**config.mk**
```make
export PLATFORM = sky130hd
export DESIGN_NAME = bcd_display_ctrl
export DESIGN_NICKNAME = d
export VERILOG_FILES = /design/src/rtl/bcd_display_ctrl.sv
export SDC_FILE = /design/constraint.sdc
export NUM_CORES = 1
export LEC_CHECK = 0
export CAP_MARGIN = 20
export CORE_ASPECT_RATIO = 1.1
export CORE_MARGIN = 4
export CORE_UTILIZATION = 31
export CTS_BUF_LIST = sky130_fd_sc_hd__clkbuf_8
export DETAILED_ROUTE_END_ITERATION = 10
export PLACE_DENSITY = 0.49
export SETUP_SLACK_MARGIN = 0.05
export SYNTH_ARGS = -nofsm -noshare
export SYNTH_HDL_FRONTEND = slang
export SYNTH_SLANG_ARGS = --single-unit
export TNS_END_PERCENT = 100
```
**constraint.sdc**
```tcl
create_clock -name clk -period 1.8 [get_ports clk]
set_input_delay 0.54 -clock clk [delete_from_list [all_inputs] [get_ports clk]]
set_output_delay 0.54 -clock clk [all_outputs]
set_load 0.02 [all_outputs]
```
**src/rtl/bcd_display_ctrl.sv**
```systemverilog
`default_nettype none
// ============================================================================
// Module   : bcd_display_ctrl
// Brief    : Binary-to-BCD converter (sequential shift-add-3, one bit per
//            clock) feeding a free-running multiplexed 7-segment scanner.
// Revision : 1.0 - initial release
// ============================================================================
module bcd_display_ctrl #(
    parameter int WIDTH       = 8,
    parameter int DIGITS      = 3,
    parameter int REFRESH_DIV = 50000
) (
    input  logic                  clk,
    input  logic                  rst,
    input  logic [WIDTH-1:0]      bin_in,
    input  logic                  bin_valid,
    output logic                  bin_ready,
    output logic                  busy,
    output logic [4*DIGITS-1:0]   bcd_out,
    output logic                  bcd_valid,
    output logic [6:0]            seg,
    output logic [DIGITS-1:0]     an
);

    localparam int c_CNT_W = $clog2(WIDTH + 1);
    localparam int c_REF_W = (REFRESH_DIV > 1) ? $clog2(REFRESH_DIV) : 1;
    localparam int c_IDX_W = (DIGITS > 1) ? $clog2(DIGITS) : 1;
    localparam int c_BCD_W = 4 * DIGITS;

    localparam logic [1:0] c_ST_IDLE  = 2'd0;
    localparam logic [1:0] c_ST_SHIFT = 2'd1;
    localparam logic [1:0] c_ST_DONE  = 2'd2;

    // The largest binary input must fit in DIGITS decimal digits.
    if ((10 ** DIGITS) <= ((2 ** WIDTH) - 1)) begin : g_bad_digits
        $error("bcd_display_ctrl: DIGITS too small for WIDTH");
    end
    if (REFRESH_DIV < 2) begin : g_bad_refresh
        $error("bcd_display_ctrl: REFRESH_DIV must be >= 2");
    end

    logic [1:0]         r_state;
    logic [1:0]         w_state_next;
    logic [WIDTH-1:0]   r_shift;
    logic [c_BCD_W-1:0] r_scratch;
    logic [c_BCD_W-1:0] w_adj;
    logic [c_CNT_W-1:0] r_count;
    logic [c_BCD_W-1:0] r_bcd;
    logic [c_REF_W-1:0] r_refresh;
    logic [c_IDX_W-1:0] r_idx;
    logic [3:0]         w_nib;
    logic [6:0]         w_seg;
    logic [6:0]         r_seg;
    logic [DIGITS-1:0]  w_an;

    // State register.
    always_ff @(posedge clk) begin
        if (rst) r_state <= c_ST_IDLE;
        else     r_state <= w_state_next;
    end

    // Next-state logic: accept in IDLE, leave SHIFT after the last bit.
    always_comb begin
        w_state_next = r_state;
        case (r_state)
            c_ST_IDLE:  if (bin_valid) w_state_next = c_ST_SHIFT;
            c_ST_SHIFT: if (r_count == c_CNT_W'(1)) w_state_next = c_ST_DONE;
            c_ST_DONE:  w_state_next = c_ST_IDLE;
            default:    w_state_next = c_ST_IDLE;
        endcase
    end

    // Add-3 correction on every nibble, all taken from the pre-shift value.
    always_comb begin
        w_adj = r_scratch;
        for (int i = 0; i < DIGITS; i++) begin
            if (r_scratch[4*i +: 4] >= 4'd5) w_adj[4*i +: 4] = r_scratch[4*i +: 4] + 4'd3;
        end
    end

    // Conversion datapath; bcd_out only changes when a conversion completes.
    always_ff @(posedge clk) begin
        if (rst) begin
            r_shift   <= '0;
            r_scratch <= '0;
            r_count   <= '0;
            r_bcd     <= '0;
        end else begin
            case (r_state)
                c_ST_IDLE: begin
                    if (bin_valid) begin
                        r_shift   <= bin_in;
                        r_scratch <= '0;
                        r_count   <= c_CNT_W'(WIDTH);
                    end
                end
                c_ST_SHIFT: begin
                    r_scratch <= {w_adj[c_BCD_W-2:0], r_shift[WIDTH-1]};
                    r_shift   <= r_shift << 1;
                    r_count   <= r_count - c_CNT_W'(1);
                end
                c_ST_DONE: r_bcd <= r_scratch;
                default: ;
            endcase
        end
    end

    // Scan counter and digit index, free-running regardless of the FSM.
    always_ff @(posedge clk) begin
        if (rst) begin
            r_refresh <= '0;
            r_idx     <= '0;
            r_seg     <= 7'b0000001;
        end else begin
            r_seg <= w_seg;
            if (r_refresh == c_REF_W'(REFRESH_DIV - 1)) begin
                r_refresh <= '0;
                r_idx     <= (r_idx == c_IDX_W'(DIGITS - 1)) ? '0 : r_idx + c_IDX_W'(1);
            end else begin
                r_refresh <= r_refresh + c_REF_W'(1);
            end
        end
    end

    // Select the nibble and anode for the digit currently being scanned.
    always_comb begin
        w_nib = '0;
        w_an  = '1;
        for (int i = 0; i < DIGITS; i++) begin
            if (r_idx == c_IDX_W'(i)) begin
                w_nib   = r_bcd[4*i +: 4];
                w_an[i] = 1'b0;
            end
        end
    end

    // Active-low 7-segment decode {a..g}; non-decimal nibbles are blanked.
    always_comb begin
        w_seg = 7'b1111111;
        case (w_nib)
            4'd0: w_seg = 7'b0000001;
            4'd1: w_seg = 7'b1001111;
            4'd2: w_seg = 7'b0010010;
            4'd3: w_seg = 7'b0000110;
            4'd4: w_seg = 7'b1001100;
            4'd5: w_seg = 7'b0100100;
            4'd6: w_seg = 7'b0100000;
            4'd7: w_seg = 7'b0001111;
            4'd8: w_seg = 7'b0000000;
            4'd9: w_seg = 7'b0000100;
            default: w_seg = 7'b1111111;
        endcase
    end

    assign bin_ready = (r_state == c_ST_IDLE);
    assign busy      = (r_state != c_ST_IDLE);
    assign bcd_valid = (r_state == c_ST_DONE);
    assign bcd_out   = r_bcd;
    assign seg       = r_seg;
    assign an        = w_an;

endmodule
`default_nettype wire
```
# [After elaboration in Yosys (flattened, before gate mapping)]
# Memory sizes are Yosys's and may differ from the RTL's. A register that Yosys moved wholly into a read port is not among the register bits.
# Cells that the tools add are included.
[totals] input_bits=11 out_inout_bits=25 mem_bits_ro=112 ramBits=0 word_cells=51 register_bits=56 latch_bits=0 mem_count=1
[classes] div=0 n_reduce_logical=7 n_shift=0 bitwise_logic=0 muxes=19 eq_ne=8 n_addsub=6 magnitude_cmp=3 n_mul=0
[mem_list] name="(no name shown)" depth=16 word_bits=7 read_ports=1 rd_clocked_by_memory_dff=1 wr=0 line_no="140" source="case (w_nib)"
[op_table] op="two-way mux 4 bit" n=6
[op_table] op="one-hot mux 12 bit (2 select lines)" n=1
[op_table] op="adder 16 x 1 -> 16 bit, second input constant" n=1
[op_table] op="== test 16 bit, second input constant" n=1
[op_table] op="one-hot mux 8 bit (2 select lines)" n=1
[op_table] op=">= comparator 4 x 3 -> 1 bit, second input constant" n=3
[op_table] op="two-way mux 12 bit" n=1
[op_table] op="adder 4 x 2 -> 4 bit, second input constant" n=2
[op_table] op="two-way mux 8 bit" n=1
[op_table] op="one-hot mux 4 bit (2 select lines)" n=1
[op_table] op="two-way mux 2 bit" n=3
[op_table] op="== test 2 x 1 -> 1 bit, second input constant" n=2
[op_table] op="== test 2 bit, second input constant" n=2
[op_table] op="== test 4 x 1 -> 1 bit, second input constant" n=1
[op_table] op="logical NOT 2 bit" n=2
[op_table] op="!= test 2 bit, second input constant" n=2
[op_table] op="one-hot mux 2 bit (2 select lines)" n=1
[op_table] op="AND reduction 2 bit" n=2
[op_table] op="nonzero test 2 bit" n=2
[op_table] op="subtractor 4 x 1 -> 4 bit, second input constant" n=1
[op_table] op="adder 3 x 2 -> 3 bit, second input constant" n=1
[op_table] op="two-way mux 1 bit" n=3
[op_table] op="two-way mux 3 bit" n=1
[op_table] op="adder 2 x 1 -> 2 bit, second input constant" n=1
[op_table] op="OR reduction 2 bit" n=1

# [Logic depth before layout (Yosys ltp)]
# Gate-level depths: netlist (run 1).
[depth] ltp_word=4 ltp_mapped=9 mapped_depth_nobuf=8

# [Least setup slack after synthesis (run 1)]
# Ideal clock, no wire load.
[synth_path] kind="register to register" from="reg r_idx[1]" to="reg r_seg[3] (netlist: seg[3])" arrival_time_ps=1612 path_buffers=1 period_less_slack_ps=1744 t_required_ps=1667 setup_time_ps=133 path_stages_with_launch=10 path_slack_ps=56 cell_sequence="dfxtp_1 -> buf_6 -> mux2i_1 -> nor2_1 -> a21oi_1 -> inv_1 -> ha_1 -> nand2b_1 -> a21oi_2 -> nor3_1"
[synth_via] elab_chain_len=4 elab_cells_between_ends=6 classes_between="eq/ne: 2; mux: 3; reduce/logical: 1"
[synth_rtl] element="start, declared" line_no="50" source="logic [c_IDX_W-1:0] r_idx;"
[synth_rtl] element="start signal, assigned" line_no="118" source="r_idx <= (r_idx == c_IDX_W'(DIGITS - 1)) ? '0 : r_idx + c_IDX_W'(1);"
[synth_rtl] element="logical NOT 2 bit" line_no="130" source="if (r_idx == c_IDX_W'(i)) begin"
[synth_rtl] element="two-way mux 4 bit (2 in series)" line_no="130"
[synth_rtl] element="two-way mux 4 bit *" line_no="130"
[synth_rtl] element="end, declared" line_no="53" source="logic [6:0] r_seg;"
# Mark *: on every way between the ends. The rest lies on a longest branch, timed or not.
# A chain may end at the register's enable or synchronous reset.

# [Final worst setup path (run 1)]
[layout_path] from="reg r_idx[1]" to="out an[0]"
[layout_via] elab_chain_len=2
[layout_rtl] element="logical NOT 2 bit" line_no="130"
[layout_rtl] element="two-way mux 1 bit" line_no="130"
[layout_rtl] element="end, declared" line_no="22" source="output logic [DIGITS-1:0] an"
# No other way between the ends.

==> results.toml, run 1 <==
[clock_tree]
cts.sinks = 63
cts_buffer_depth = 2
cts_buffers = 9
ctsRootBufferMaster = "clkbuf_8"
hold_buffers = 0
cts.clk_slew.worst_paths_ns = 0.07
tritoncts = "built"
insertion_delay_ns = 0.35
h-tree-depth = 3

[routing]
drc_errors = 0
wl_per_cell_um = 13.07
wirelength_um = 6938
drtPass1Iterations = 4
viasPerCell = 4.684
drt_iter0_drc = 109
vias = 2487
ant_nets = 0

[worst_setup_path]
slowest_delay_ns = 0.37
cp_max_fo = 6
cpMaxStageDelayCell = "dfxtp_4"
cp.required_ns = 1.26
crit_type = "reg -> out"
cp-end-kind = "output port"
critPathLaunchType = "flop"
critPathArrivalTime_ns = 1.16
worstPathCellList = "or2_2, buf_2"

[yosys]
synth_top_area_cell = "dfxtp_1"
ys_types = 44
syn_area_per_cell_um2 = 8.393
synth_top_family_by_area = "simple AND/OR/NAND/NOR gates"
yosys.area_share.simple_pct = 24.43
syn_nets = 386
synthMuxAreaShare_pct = 2.981
synthFlopType = "dfxtp_1"
seq_area_frac_synth_pct = 41.74
yosysTopAreaCellShare_pct = 41.74
synthesis.area_um2 = 3022
yosys-top-cells-count = "dfxtp_1, nor2_1, nand2_1"
synth_enable_flop_cells = 0
synth_area_leaders = "dfxtp_1, nor2_1, ha_1, a21oi_1, nand2_1"
synth_seq_cells = 63
synth_compound_area_share_pct = 14.16
async_flop_share_pct = 0
postSynthCellCount = 360
synth_xor_area_share_pct = 5.507
synth_most_common_cell = "dfxtp_1"
yosysWarnings = 0
synthAdderAreaFrac_pct = 6.211

[grt]
grt_pass1_vias = 2544
grtUsageTotal_pct = 13.35
grt_pass1_wl_um = 12070
grt_max_degree = 49
overflow = 0
grt_antenna_before_repair = 0

[timing]
fin_crit_ns = 1.703
fin_skew_ns = 0.006465
slew_headroom_pct = 79.37
setup_viol = 0
holdWs_ns = 0.4437
rsz0062_at_grt = "yes"
period_share_pct = 94.59
tightest_slew_ns = 0.3095
max_freq_mhz = 587.4
final_max_slew_viol_count = 0
fin_tns_setup_ns = 0
hold_viol = 0

[place]
io_buffer_count = 35
place_hpwl_um = 4778
gp_congestion = 0.7385

[final_layout]
insertedDiodeCount = 0
drive_above_1_share_pct = 14.73
areaGrowthSynthToFinish_pct = 26.46
final_nets = 435

[status]
status = "finished clean"

[die]
die-area_um2 = 11390
coreArea_um2 = 9444
placement_rows = 37
die_h_um = 111.5
pin_count = 36
start_util_pct = 32.00
die_w_um = 102.1

[power_and_ir_drop]
ir_drop_v = 0.0004282
power_density_nw_per_um2 = 838.3
total_leakage_power_nw = 1.611

[flow_run]
drv_cap = 0

[min_path]
hold_class = "reg -> reg"
-- sequential cells by signal, summed over array words and instances (netlist names) --
| register | cells |
|---|---|
| r_scratch | 12 |
| r_state | 2 |
| r_idx | 2 |
| seg | 7 |
| r_refresh | 16 |
| bcd_out | 12 |
| r_count | 4 |
| r_shift | 8 |
-- per-stage QoR --
stage / utilization, % / power (W) / worst slack [ns] / cell area, um2 / std cells
after floorplan: - / 0.001651 / 0.05578 / 3022 / 360
after global placement: 37.93 / 0.001738 / -0.1102 / 3582 / 513
after detailed placement: 37.93 / 0.001743 / -0.1297 / 3582 / 513
after CTS: 40.05 / 0.003255 / 0.05911 / 3782 / 529
after global routing: 40.46 / 0.003352 / 0.04384 / 3821 / 531
final: 40.46 / 0.003203 / 0.09744 / 3821 / 531
-- where the power goes --
part | switching [W] | internal (W) | total [W]
clock network | 0.000555 | 0.000944 | 0.00150
registers | 0.0000271 | 0.00143 | 0.00146
logic | 0.000138 | 0.000111 | 0.000249
-- worst max-delay path, delay by kind of cell, from the launching register on --
kind / cells / cell delay, ns
buffers and inverters: 1 / 0.16
DFF: 1 / 0.37
and+or+nand+nor: 1 / 0.28
-- worst paths after layout --
path                     start           end  slack (ns)  cells after the start
hold reg to reg   r_refresh[0]  r_refresh[0]        0.44                      1
setup reg to reg      r_idx[1]        seg[6]        0.13                      7
setup / recovery      r_idx[1]         an[0]         0.1                      2
hold / removal    r_refresh[0]  r_refresh[0]        0.44                      1
-- cells by family after synthesis --
group | count (synthesis)
AND/OR/NAND/NOR | 157
AO/OA/AOI/OAI | 64
buffers and inverters | 34
adder cells (fa/ha/maj) | 15
flip-flops | 63
XOR/XNOR | 19
multiplexers | 8
-- cell type report --
type | instances | area (um2)
sequential | 63 | 1266
clock inverter | 6 | 101.3
clock buffer | 10 | 137.6
fill | 1025 | 5623
inverter | 15 | 56.30
multi-input combinational | 263 | 1633
tap | 117 | 146.4
timing repair buffer | 57 | 480.5
-- timing repair --
action	in CTS	in global routing
cloned	0	0
pin swaps	1	2
gates resized for setup	41	7
endpoints found under the setup margin	31	7
buffers inserted	0	2
endpoints found under the hold margin	0	0
-- metal layers --
| metal | vias up | part of all wire (%) | track usage, % |
|---|---|---|---|
| li1 | 1302 | - | - |
| met1 | 1142 | 46 | 16.76 |
| met2 | 33 | 48 | 21.11 |
| met3 | 10 | 3.7 | 3.697 |
| met4 | 0 | 2.0 | 5.949 |
| met5 | - | 0 | 0 |
-- cell usage in the layout (no fill, tap or decap), types with 4 or more instances in the layout --
cell / n
clkdlybuf4s50_1: 9
a21oi_1: 34
clkbuf_8: 10
o21ai_0: 6
buf_2: 5
nand2b_1: 9
xor2_1: 10
nor2_1: 59
inv_1: 17
mux2i_1: 4
a22oi_1: 6
ha_1: 15
dfxtp_1: 61
xnor2_1: 9
nand3_1: 7
nor3_1: 15
nand4_1: 4
nor2b_1: 7
nand2_1: 38
dlygate4sd2_1: 18
buf_4: 21
Note: power is estimated with default switching activity, not from simulation.
==> inputs of run 2 (changes only) <==
- CELL_PAD_IN_SITES_DETAIL_PLACEMENT: unset -> 0
- CELL_PAD_IN_SITES_GLOBAL_PLACEMENT: unset -> 1
- PLACE_DENSITY: 0.49 -> 0.62
==> results.toml, run 2 (synthesized netlist as in run 1, its figures left out) <==
[final_layout]
areaGrowthSynthToFinish_pct = 27.16
nFillCells = 977
largest_register = "r_refresh"
multi_input_area_um2 = 1645
final_common_cell = "dfxtp_1"
insertedDiodeCount = 0
final_nets = 436
drive_above_1_share_pct = 16.14
instances_no_fill = 532
largest_reg_flops = 16
regArea_um2 = 1267
final_cell_mix = "dfxtp_1, nor2_1, nand2_1"

[worst_setup_path]
critPathLaunchType = "flop"
reg2reg_slack_ns = 0.13
cp_max_fo = 6
reg2reg_depth = 6
crit_type = "reg -> out"
cp.required_ns = 1.26
worstReg2RegStart = "r_idx[1]"
cp-end-kind = "output port"
worst_r2r_endpoint = "seg[2]"
critPathArrivalTime_ns = 1.16

[grt]
grt_pass1_wl_um = 11790
overflow = 0
grt_max_degree = 49
grtUsageTotal_pct = 12.97
grt_pass1_vias = 2445
grt_antenna_before_repair = 0

[timing]
fin_crit_ns = 1.696
final_max_slew_viol_count = 0
hold_viol = 0
period_share_pct = 94.20
tightest_slew_ns = 0.3296
setup_viol = 0
max_freq_mhz = 589.8
holdWs_ns = 0.4495
fin_skew_ns = 0.01004
rsz0062_at_grt = "no"
slew_headroom_pct = 78.03

[die]
die_w_um = 102.1
pin_count = 36
die_h_um = 111.5
start_util_pct = 32.00
coreArea_um2 = 9444
die-area_um2 = 11390
placement_rows = 37

[clock_tree]
cts.clk_slew.worst_paths_ns = 0.08
hold_buffers = 0
ctsRootBufferMaster = "clkbuf_8"
cts.sinks = 63
h-tree-depth = 3
insertion_delay_ns = 0.34
cts_buffer_depth = 2
cts_buffers = 9
tritoncts = "built"

[power_and_ir_drop]
total_leakage_power_nw = 1.605
power_density_nw_per_um2 = 804.2
ir_drop_v = 0.0003106

[min_path]
hold_class = "reg -> reg"
hold_depth = 1
min_from = "r_refresh[0]"
holdPathEnd = "r_refresh[0]"

[place]
dp_cells = 514
gp_congestion = 0.7588
io_buffer_count = 35
place_hpwl_um = 4756

[routing]
wl_per_cell_um = 13.19
drt_iter0_drc = 64
viasPerCell = 4.701
wirelength_um = 7016
vias = 2501
ant_nets = 0
drc_errors = 0
drtPass1Iterations = 4

[flow_run]
drv_cap = 0

[status]
status = "finished clean"
## run 2: area by class of cell
type / count / area share, %
Tap cell: 117 / 3.810
Clock inverter: 7 / 2.540
Timing Repair Buffer: 58 / 13.16
Inverter: 15 / 1.465
Clock buffer: 9 / 3.224
Sequential cell: 63 / 32.99
Multi-Input combinational cell: 263 / 42.82
## run 2: through the flow
step                      cell area (um2)  utilization, %  setup WS (ns)  TNS [ns]  total power (W)
after global routing                 3842           40.69        0.05207         0         0.003243
after global placement               3607           38.20        -0.1112    -1.188         0.001746
after CTS                            3791           40.14        0.06837         0         0.003131
final                                3842           40.69         0.1044         0         0.003090
after floorplan                      3022               -        0.05578         0         0.001651
after detailed placement             3607           38.20        -0.1254    -1.347         0.001747
## run 2: where the power goes
group	switching (W)	leakage (nW)	internal [W]
Combinational	0.000139	0.987	0.000113
Clock	0.000603	0.105	0.000781
Sequential	0.0000262	0.513	0.00143
## run 2: worst max-delay path, cell delays in order, from the launching register on
cell	delay, ns
dfxtp_4	0.38
or2_2	0.28
buf_2	0.16
## run 2: routing by layer
layer  part of all wire [%]  track usage (%)  vias up
li1                       -                -     1309
met1                     49            17.41     1159
met2                     47            20.07       21
met3                    2.2            2.256       12
met4                    1.9            6.037        0
met5                      0                0        -
## run 2: how the worst max path moves through the flow
stage	start	end	slack, ns
after floorplan	r_idx[1]	seg[3]	0.06
after global placement	bin_valid	r_scratch[0]	-0.11
after detailed placement	bin_valid	r_scratch[7]	-0.13
after CTS	r_idx[0]	seg[2]	0.07
after global routing	r_idx[1]	an[0]	0.05
final	r_idx[1]	an[0]	0.10
## run 2: what timing repair did
action                                 in CTS  in global routing
buffers inserted                            0                  2
setup endpoints to repair                  30                  5
pin swaps                                   0                  3
endpoints found under the hold margin       0                  0
gates resized for setup                    46                  9
